[src/rtl/fairy_sram_bridge.sv]
`default_nettype none
// ============================================================================
// Module   : fairy_sram_bridge
// Purpose  : Request/response bridge between a pipeline stage (fetch or mem)
//            and a single SRAM port. Holds each request until the SRAM acks
//            it. Tracks outstanding reads and buffers in-order read data.
//            On a pipeline flush it cancels or drops in-flight reads.
// Revision : 1.0 - initial release
// ----------------------------------------------------------------------------
// Ports
//   aclk, areset_n    clock (rising edge), asynchronous active-low reset
//   flush_i           cancel all younger traffic
//   req_*             request channel (valid/ready, wr, be, addr, wdata)
//   rsp_*             read response channel (valid/ready, rdata)
//   sram_cen_o        active-low byte enables, all ones = idle
//   sram_wr_o         write strobe
//   sram_addr_o       address
//   sram_wdata_o      write data
//   sram_ack_i        SRAM accepted the presented request
//   sram_rrdy_i       read data valid on sram_rdata_i, returned in order
//   sram_rdata_i      read data
//   pending_o         reads accepted but not yet popped or dropped
//   protocol_err_o    sticky flag: read data returned with no read outstanding
// ============================================================================
module fairy_sram_bridge #(
   parameter int ADDR_W = 32,
   parameter int DATA_W = 32,
   parameter int DEPTH  = 2
) (
   input  logic                           aclk,
   input  logic                           areset_n,
   input  logic                           flush_i,
   input  logic                           req_valid_i,
   output logic                           req_ready_o,
   input  logic                           req_wr_i,
   input  logic [DATA_W/8-1:0]            req_be_i,
   input  logic [ADDR_W-1:0]              req_addr_i,
   input  logic [DATA_W-1:0]              req_wdata_i,
   output logic                           rsp_valid_o,
   input  logic                           rsp_ready_i,
   output logic [DATA_W-1:0]              rsp_rdata_o,
   output logic [DATA_W/8-1:0]            sram_cen_o,
   output logic                           sram_wr_o,
   output logic [ADDR_W-1:0]              sram_addr_o,
   output logic [DATA_W-1:0]              sram_wdata_o,
   input  logic                           sram_ack_i,
   input  logic                           sram_rrdy_i,
   input  logic [DATA_W-1:0]              sram_rdata_i,
   output logic [$clog2(DEPTH+1)-1:0]     pending_o,
   output logic                           protocol_err_o
);

   localparam int BE_W  = DATA_W / 8;
   localparam int CNT_W = $clog2(DEPTH + 1);
   localparam int PTR_W = (DEPTH > 1) ? $clog2(DEPTH) : 1;

   localparam logic [CNT_W-1:0] c_depth    = CNT_W'(DEPTH);
   localparam logic [PTR_W-1:0] c_last_ptr = PTR_W'(DEPTH - 1);

   typedef enum logic [0:0] {
      ST_IDLE = 1'b0,
      ST_HOLD = 1'b1
   } state_t;

   // ------------------------------------------------------------------------
   // Declarations
   // ------------------------------------------------------------------------
   state_t                r_state;
   state_t                w_state_nxt;
   logic                  w_load;

   logic                  r_hold_wr;
   logic [BE_W-1:0]       r_hold_be;
   logic [ADDR_W-1:0]     r_hold_addr;
   logic [DATA_W-1:0]     r_hold_wdata;

   logic [CNT_W-1:0]      r_pending;
   logic [CNT_W-1:0]      r_inflight;
   logic [CNT_W-1:0]      r_drop;
   logic [CNT_W-1:0]      w_pending_nxt;
   logic [CNT_W-1:0]      w_inflight_nxt;
   logic [CNT_W-1:0]      w_drop_nxt;

   logic [DATA_W-1:0]     r_mem [DEPTH];
   logic [PTR_W-1:0]      r_rd_ptr;
   logic [PTR_W-1:0]      r_wr_ptr;
   logic [CNT_W-1:0]      r_count;

   logic                  r_proto_err;

   logic                  w_holding;
   logic                  w_ack;
   logic                  w_ack_rd;
   logic                  w_req_ready;
   logic                  w_accept;
   logic                  w_accept_rd;
   logic                  w_rrdy_drop;
   logic                  w_rrdy_live;
   logic                  w_rrdy_err;
   logic                  w_rsp_valid;
   logic                  w_pop;
   logic                  w_push;

   // ------------------------------------------------------------------------
   // Handshake decode
   // ------------------------------------------------------------------------
   assign w_holding   = (r_state == ST_HOLD);
   assign w_ack       = w_holding & sram_ack_i;
   assign w_ack_rd    = w_ack & ~r_hold_wr;

   // A read needs a credit; writes never produce a response so they do not.
   // Credits freed by a same-cycle pop are only visible next cycle.
   assign w_req_ready = (~w_holding | sram_ack_i) & ~flush_i &
                        (req_wr_i | (r_pending < c_depth));
   assign w_accept    = req_valid_i & w_req_ready;
   assign w_accept_rd = w_accept & ~req_wr_i;

   // Returns arrive in order. Reads dropped by an earlier flush are older
   // than anything still in flight, so they are consumed first.
   assign w_rrdy_drop = sram_rrdy_i & (r_drop != '0);
   assign w_rrdy_live = sram_rrdy_i & (r_drop == '0) & (r_inflight != '0);
   assign w_rrdy_err  = sram_rrdy_i & (r_drop == '0) & (r_inflight == '0);

   assign w_rsp_valid = (r_count != '0);
   assign w_pop       = w_rsp_valid & rsp_ready_i;
   assign w_push      = w_rrdy_live & ~flush_i;

   // ------------------------------------------------------------------------
   // Hold register FSM
   // ------------------------------------------------------------------------
   always_ff @(posedge aclk or negedge areset_n) begin
      if (!areset_n) begin
         r_state <= ST_IDLE;
      end else begin
         r_state <= w_state_nxt;
      end
   end

   always_comb begin
      w_state_nxt = r_state;
      w_load      = 1'b0;
      if (flush_i) begin
         // Unacked request is cancelled; an acked one has already issued.
         w_state_nxt = ST_IDLE;
      end else if (w_accept) begin
         w_state_nxt = ST_HOLD;
         w_load      = 1'b1;
      end else if (w_ack) begin
         w_state_nxt = ST_IDLE;
      end
   end

   always_ff @(posedge aclk or negedge areset_n) begin
      if (!areset_n) begin
         r_hold_wr    <= 1'b0;
         r_hold_be    <= '0;
         r_hold_addr  <= '0;
         r_hold_wdata <= '0;
      end else if (w_load) begin
         r_hold_wr    <= req_wr_i;
         r_hold_be    <= req_be_i;
         r_hold_addr  <= req_addr_i;
         r_hold_wdata <= req_wdata_i;
      end
   end

   // ------------------------------------------------------------------------
   // Read accounting: pending (credits), inflight (acked, awaiting data),
   // drop (acked before a flush, data to be discarded)
   // ------------------------------------------------------------------------
   always_comb begin
      w_pending_nxt  = r_pending;
      w_inflight_nxt = r_inflight;
      w_drop_nxt     = r_drop;
      if (flush_i) begin
         // Everything already issued to the SRAM becomes droppable. Buffered
         // data and the cancelled held read vanish, so the pending count
         // collapses to what is still owed by the SRAM.
         w_drop_nxt     = r_drop + r_inflight + CNT_W'(w_ack_rd)
                          - CNT_W'(w_rrdy_drop | w_rrdy_live);
         w_inflight_nxt = '0;
         w_pending_nxt  = w_drop_nxt;
      end else begin
         w_drop_nxt     = r_drop - CNT_W'(w_rrdy_drop);
         w_inflight_nxt = r_inflight + CNT_W'(w_ack_rd) - CNT_W'(w_rrdy_live);
         w_pending_nxt  = r_pending + CNT_W'(w_accept_rd)
                          - CNT_W'(w_pop) - CNT_W'(w_rrdy_drop);
      end
   end

   always_ff @(posedge aclk or negedge areset_n) begin
      if (!areset_n) begin
         r_pending   <= '0;
         r_inflight  <= '0;
         r_drop      <= '0;
         r_proto_err <= 1'b0;
      end else begin
         r_pending  <= w_pending_nxt;
         r_inflight <= w_inflight_nxt;
         r_drop     <= w_drop_nxt;
         if (w_rrdy_err) begin
            r_proto_err <= 1'b1;
         end
      end
   end

   // ------------------------------------------------------------------------
   // Response FIFO. The credit scheme guarantees it never overflows, so a
   // push while full only happens together with a pop.
   // ------------------------------------------------------------------------
   always_ff @(posedge aclk or negedge areset_n) begin
      if (!areset_n) begin
         r_rd_ptr <= '0;
         r_wr_ptr <= '0;
         r_count  <= '0;
      end else if (flush_i) begin
         r_rd_ptr <= '0;
         r_wr_ptr <= '0;
         r_count  <= '0;
      end else begin
         if (w_push) begin
            r_wr_ptr <= (r_wr_ptr == c_last_ptr) ? '0 : r_wr_ptr + 1'b1;
         end
         if (w_pop) begin
            r_rd_ptr <= (r_rd_ptr == c_last_ptr) ? '0 : r_rd_ptr + 1'b1;
         end
         r_count <= r_count + CNT_W'(w_push) - CNT_W'(w_pop);
      end
   end

   // Storage needs no reset: the data output is gated by the valid flag.
   always_ff @(posedge aclk) begin
      if (w_push) begin
         r_mem[r_wr_ptr] <= sram_rdata_i;
      end
   end

   // ------------------------------------------------------------------------
   // Outputs
   // ------------------------------------------------------------------------
   assign req_ready_o    = w_req_ready;
   assign rsp_valid_o    = w_rsp_valid;
   assign rsp_rdata_o    = w_rsp_valid ? r_mem[r_rd_ptr] : '0;
   assign sram_cen_o     = w_holding ? ~r_hold_be : '1;
   assign sram_wr_o      = w_holding & r_hold_wr;
   assign sram_addr_o    = r_hold_addr;
   assign sram_wdata_o   = r_hold_wdata;
   assign pending_o      = r_pending;
   assign protocol_err_o = r_proto_err;

endmodule
`default_nettype wire

[config.mk]
export PLATFORM = sky130hd
export DESIGN_NAME = fairy_sram_bridge
export DESIGN_NICKNAME = d
export VERILOG_FILES = /design/src/rtl/fairy_sram_bridge.sv
export SDC_FILE = /design/constraint.sdc
export NUM_CORES = 1
export LEC_CHECK = 0
export ABC_CLOCK_PERIOD_IN_PS = 3000
export CAP_MARGIN = 15
export CELL_PAD_IN_SITES_DETAIL_PLACEMENT = 0
export CELL_PAD_IN_SITES_GLOBAL_PLACEMENT = 1
export CORE_MARGIN = 4
export CORE_UTILIZATION = 32
export CTS_CLUSTER_SIZE = 14
export DETAILED_ROUTE_END_ITERATION = 16
export GPL_ROUTABILITY_DRIVEN = 0
export PLACE_DENSITY_LB_ADDON = 0.1
export SLEW_MARGIN = 15
export SYNTH_ARGS = -nofsm -noshare
export SYNTH_HDL_FRONTEND = slang
export SYNTH_SLANG_ARGS = --single-unit
[constraint.sdc]
create_clock -name aclk -period 3 [get_ports aclk]
set_input_delay 0.45 -clock aclk [delete_from_list [all_inputs] [get_ports aclk]]
set_output_delay 0.45 -clock aclk [all_outputs]
set_load 0.05 [all_outputs]
# == Word level (Yosys, flattened, before mapping) ==
# Memories as Yosys holds them, arrays and structs flattened.
# Cells that the tools add are included.
# totals
mem_bits_ro,0
word_cells,75
mem_bits_rw,64
out_inout_bits,106
latch_bits,0
mem_count,1
reg_bits,81
# memory_table
memory,words,word_bits,read_ports,rd_clocked_by_memory_dff,wr,line_no,rtl
r_mem,2,32,1,0,1,84,logic [DATA_W-1:0] r_mem [DEPTH];
# classes
order_cmp,1
n_div,0
add_sub_neg,13
shift,0
n_bitwise,21
mux,19
n_mul,0
reduce_logical,8
n_eq_ne,0
# op_table
op,count
32-bit 2-to-1 mux,1
1-bit bitwise AND,13
1-bit 2-to-1 mux,13
2-bit by 1-bit subtractor with 2-bit output,6
2-bit nonzero test,5
2-bit by 1-bit adder with 2-bit output,4
2-bit 2-to-1 mux,4
2-bit zero test,2
4-bit 2-to-1 mux,1
1-bit inverter,4
4-bit inverter,1
1-bit OR,3
3-bit nonzero test,1
"1-bit adder, second input constant",2
2-bit adder,1
"2-bit less-than comparator, second input constant",1

# == Depth between registers and ports, before layout ==
# depth
ltp_word,10
mapped_depth,9

# == Least setup slack after synthesis ==
# No wires, ideal clock.
# synth_path
path_kind,reg-to-reg
startpoint,register r_drop[1]
endpoint,"memory r_mem[0][0], enable pin"
period_less_slack_ps,2904
required_time_ps,2579
arrival_ps,2483
setup_time_ps,421
stages_incl_launch_ff,4
path_slack_ps,96
cell_sequence,dfrtp_1 -> or2_2 -> or3_1 -> nor2_1
# synth_between
elab_chain_len,6
# synth_rtl
item,line_no,rtl
start: declaration,79,logic [CNT_W-1:0] r_drop;
start signal: assignment,200,r_drop <= w_drop_nxt;
2-bit zero test,121,assign w_rrdy_live = sram_rrdy_i & (r_drop == '0) & (r_inflight != '0);
1-bit bitwise AND (2 in series),121,
1-bit bitwise AND,126,assign w_push = w_rrdy_live & ~flush_i;
1-bit 2-to-1 mux,233,if (w_push) begin
1-bit 2-to-1 mux (implied by the code),234,r_mem[r_wr_ptr] <= sram_rdata_i;
end: declaration,84,
# Every way passes these cells.

# == Worst setup path in the final report ==
# layout_path
startpoint,register r_rd_ptr
endpoint,output rsp_rdata_o[31]
# layout_between
elab_chain_len,2
# layout_rtl
item,line_no,rtl
start: declaration,85,logic [PTR_W-1:0] r_rd_ptr;
start signal: assignment,225,r_rd_ptr <= (r_rd_ptr == c_last_ptr) ? '0 : r_rd_ptr + 1'b1;
memory read 2 x 32 bit,-,
32-bit 2-to-1 mux,243,assign rsp_rdata_o = w_rsp_valid ? r_mem[r_rd_ptr] : '0;
end: declaration,41,"output logic [DATA_W-1:0] rsp_rdata_o,"
# Every way passes these cells.

==> impl_metrics.env <==
export IMPL_syn_inst=363
export IMPL_ys_seq_area_share_pct=68.1
export IMPL_antenna_left=0
export IMPL_viasPerCell=4.45
export IMPL_path_clk_slew_ns=0.06
export IMPL_grt_pass1_vias=4004
export IMPL_cts_buffers=17
export IMPL_slowest_stage="clkdlybuf4s50_1"
export IMPL_ctsHoldBuffers=0
export IMPL_wirelength_mm=13.8
export IMPL_dpl_instance_area_sq_mm=0.00827
export IMPL_overflow=0
export IMPL_clkLatencyLatePin_ns=0.41
export IMPL_ys_warn_count=0
export IMPL_fin_area_sq_mm=0.00885
export IMPL_route_detailed_wl_per_inst_um=16.7
export IMPL_status="complete, no violations"
export IMPL_grt_pass1_wl_mm=21.5
export IMPL_max_slew_margin_pct=49.5
export IMPL_final_common_cell="clkdlybuf4s50_1"
export IMPL_finalCritPeriodShare_pct=92.3
export IMPL_drc=0
export IMPL_antenna_found_initial=0
export IMPL_port_buffers=213
export IMPL_start_util_pct=33.1
export IMPL_grt_usage_pct=13.8
export IMPL_htreeDepth=4
export IMPL_syn_to_final_growth_pct=52.6
export IMPL_syn_nets=480
export IMPL_core_sq_mm=0.0175
export IMPL_powerDensity_mw_per_mm2=981
export IMPL_drive_gt1_share_pct=20.1
export IMPL_synth_top_cell_area_share_pct=35.0
export IMPL_chipHeight_um=143
export IMPL_skew_ns=0.0106
export IMPL_seq_area_sq_mm=0.00395
export IMPL_hold_violations=0
export IMPL_crit_arrival_ns=2.32
export IMPL_endpoint="rsp_rdata_o[31]"
export IMPL_yosysTopAreaCell="dfrtp_1"
export IMPL_grt_setup_unrepaired="no"
export IMPL_hpwl_mm=9.81
export IMPL_cts_setup_buffers=0
export IMPL_fin_crit_ns=2.77
export IMPL_first_pass_iters=4
export IMPL_die_x_um=143
export IMPL_synth_seq_cells=145
export IMPL_ys_top_cells_by_area="dfrtp_1, edfxtp_1, mux2_2"
export IMPL_cp_end_kind="output port"
export IMPL_num_rows=48
export IMPL_crit_chain="buf_12, mux2i_1, nor2_1, clkdlybuf4s50_1"
export IMPL_layout_common_cells="clkdlybuf4s50_1, dfrtp_1, edfxtp_1"
export IMPL_initialDrtViolationCount=105
export IMPL_fillerInstances=1542
export IMPL_worstHoldPathType="in -> async"
export IMPL_setup_violations=0
export IMPL_r2r_end="pending_o[1]$_DFF_PN0_"
export IMPL_avgSynthCellArea_sq_um=16.0
export IMPL_power_mw=8.68
export IMPL_rr_worst_depth=9
export IMPL_slew_violations=0
export IMPL_ir_worst_vdd_mv=0.552
export IMPL_multi_input_area_sq_mm=0.00171
export IMPL_dieArea_sq_mm=0.0203
export IMPL_vias=3689
export IMPL_setup_tns_final_ns=0
export IMPL_ctsLongestPathBuffers=2
export IMPL_cp_required_ns=2.55
export IMPL_tightest_slew_ns=0.757
export IMPL_reg2reg_slack_ns=0.70
export IMPL_crit_path_max_fanout=25
export IMPL_synthDistinctLibCells=24
export IMPL_ctsRootBufferMaster="clkbuf_16"
export IMPL_worstSetupPathType="reg -> out"
export IMPL_final_nets=707
export IMPL_cts_tree="done"
export IMPL_holdWs_ns=0.0724
export IMPL_final_util_pct=50.5
export IMPL_r2r_start="r_drop[1]$_DFF_PN0_"
export IMPL_num_io_pins=214
export IMPL_start_kind="flip-flop"
export IMPL_drv_cap=0
export IMPL_cts_sinks=145
export IMPL_startpoint="r_rd_ptr$_DFFE_PN0P_"
export IMPL_mappedNetlistArea_sq_mm=0.00580
export IMPL_slowest_delay_ns=0.84
export IMPL_grt_max_degree=82
export IMPL_p_leak_nw=3.39
export IMPL_cts_resized=0
export IMPL_fmax_mhz=361
power by group:
group	switching [mW]	total, mW	internal, mW
clock	0.814	2.03	1.22
combinational	2.47	3.94	1.47
sequential	0.235	2.70	2.47
per-layer routing:
metal	wire [um]	track usage, %	vias up	part of all wire (%)
met5	0	0	-	0
met4	233	5.55	0	1.7
met3	1590	7.74	14	12
met2	6330	20.2	145	46
met1	5650	17.0	1787	41
li1	-	-	1743	-
registers in the layout, indices dropped and copies added, names as in the netlist:
| register | count |
|---|---|
| r_count | 2 |
| r_hold_wr | 1 |
| sram_wdata_o | 32 |
| pending_o | 2 |
| r_state | 1 |
| r_mem | 64 |
| r_inflight | 2 |
| sram_addr_o | 32 |
| r_hold_be | 4 |
| r_wr_ptr | 1 |
| r_drop | 2 |
| r_rd_ptr | 1 |
| protocol_err_o | 1 |
worst min-delay path by stage:
| stage | endpoint | slack, ns |
|---|---|---|
| final | sram_wdata_o[0]$_DFFE_PN0P_ | 0.07 |
| after detailed placement | protocol_err_o$_DFFE_PN0P_ | 0.45 |
| after global routing | sram_wdata_o[0]$_DFFE_PN0P_ | 0.14 |
| after global placement | protocol_err_o$_DFFE_PN0P_ | 0.44 |
| after CTS | sram_wdata_o[0]$_DFFE_PN0P_ | 0.25 |
| after floorplan | pending_o[0]$_DFF_PN0_ | 0.15 |
metrics by stage:
stage	worst slack (ns)	instances
after CTS	0.185	828
final	0.230	829
after global placement	0.417	796
after detailed placement	0.359	796
after global routing	0.116	828
after floorplan	0.0959	363
cell type report:
class / count / area share [%]
flip-flops and latches: 145 / 44.6
repair buffers: 223 / 25.9
multi-input cells: 192 / 19.4
clock buffers: 18 / 4.85
well taps: 225 / 3.18
clock inverters: 14 / 1.60
inverters: 11 / 0.466
diodes: 1 / 0.0283
logic make-up (layout without fill, tap and decap cells):
kind of cell | count (synthesis) | in the layout | share of synthesized area, %
flip-flops | 145 | 145 | 68.1
multiplexers | 103 | 103 | 19.8
AND/OR/NAND/NOR | 61 | 61 | 4.81
buffers and inverters | 26 | 266 | 2.65
XOR/XNOR | 11 | 11 | 1.66
adder cells (fa/ha/maj) | 9 | 9 | 2.20
AO/OA/AOI/OAI | 8 | 8 | 0.776
other | 0 | 1 | 0
cell usage after synthesis, drive strengths merged:
cell    count
clkbuf      5
nor4b       1
edfxtp     64
nor2b       5
buf        10
nor2       40
or3         2
and2        1
ha          7
xnor2       5
or2         3
mux2i      33
fa          2
o21ai       3
inv        11
nand2       7
mux2       70
a21oi       3
dfrtp      81
a21o        2
nor3        2
xor2        6
worst max-delay path: cells and delay by family (launching register included):
family,cells,cell delay (ns)
flip-flops,1,0.54
multiplexers,1,0.10
buffers and inverters,2,1.10
AND/OR/NAND/NOR,1,0.17
(Power assumes the default switching activity.)
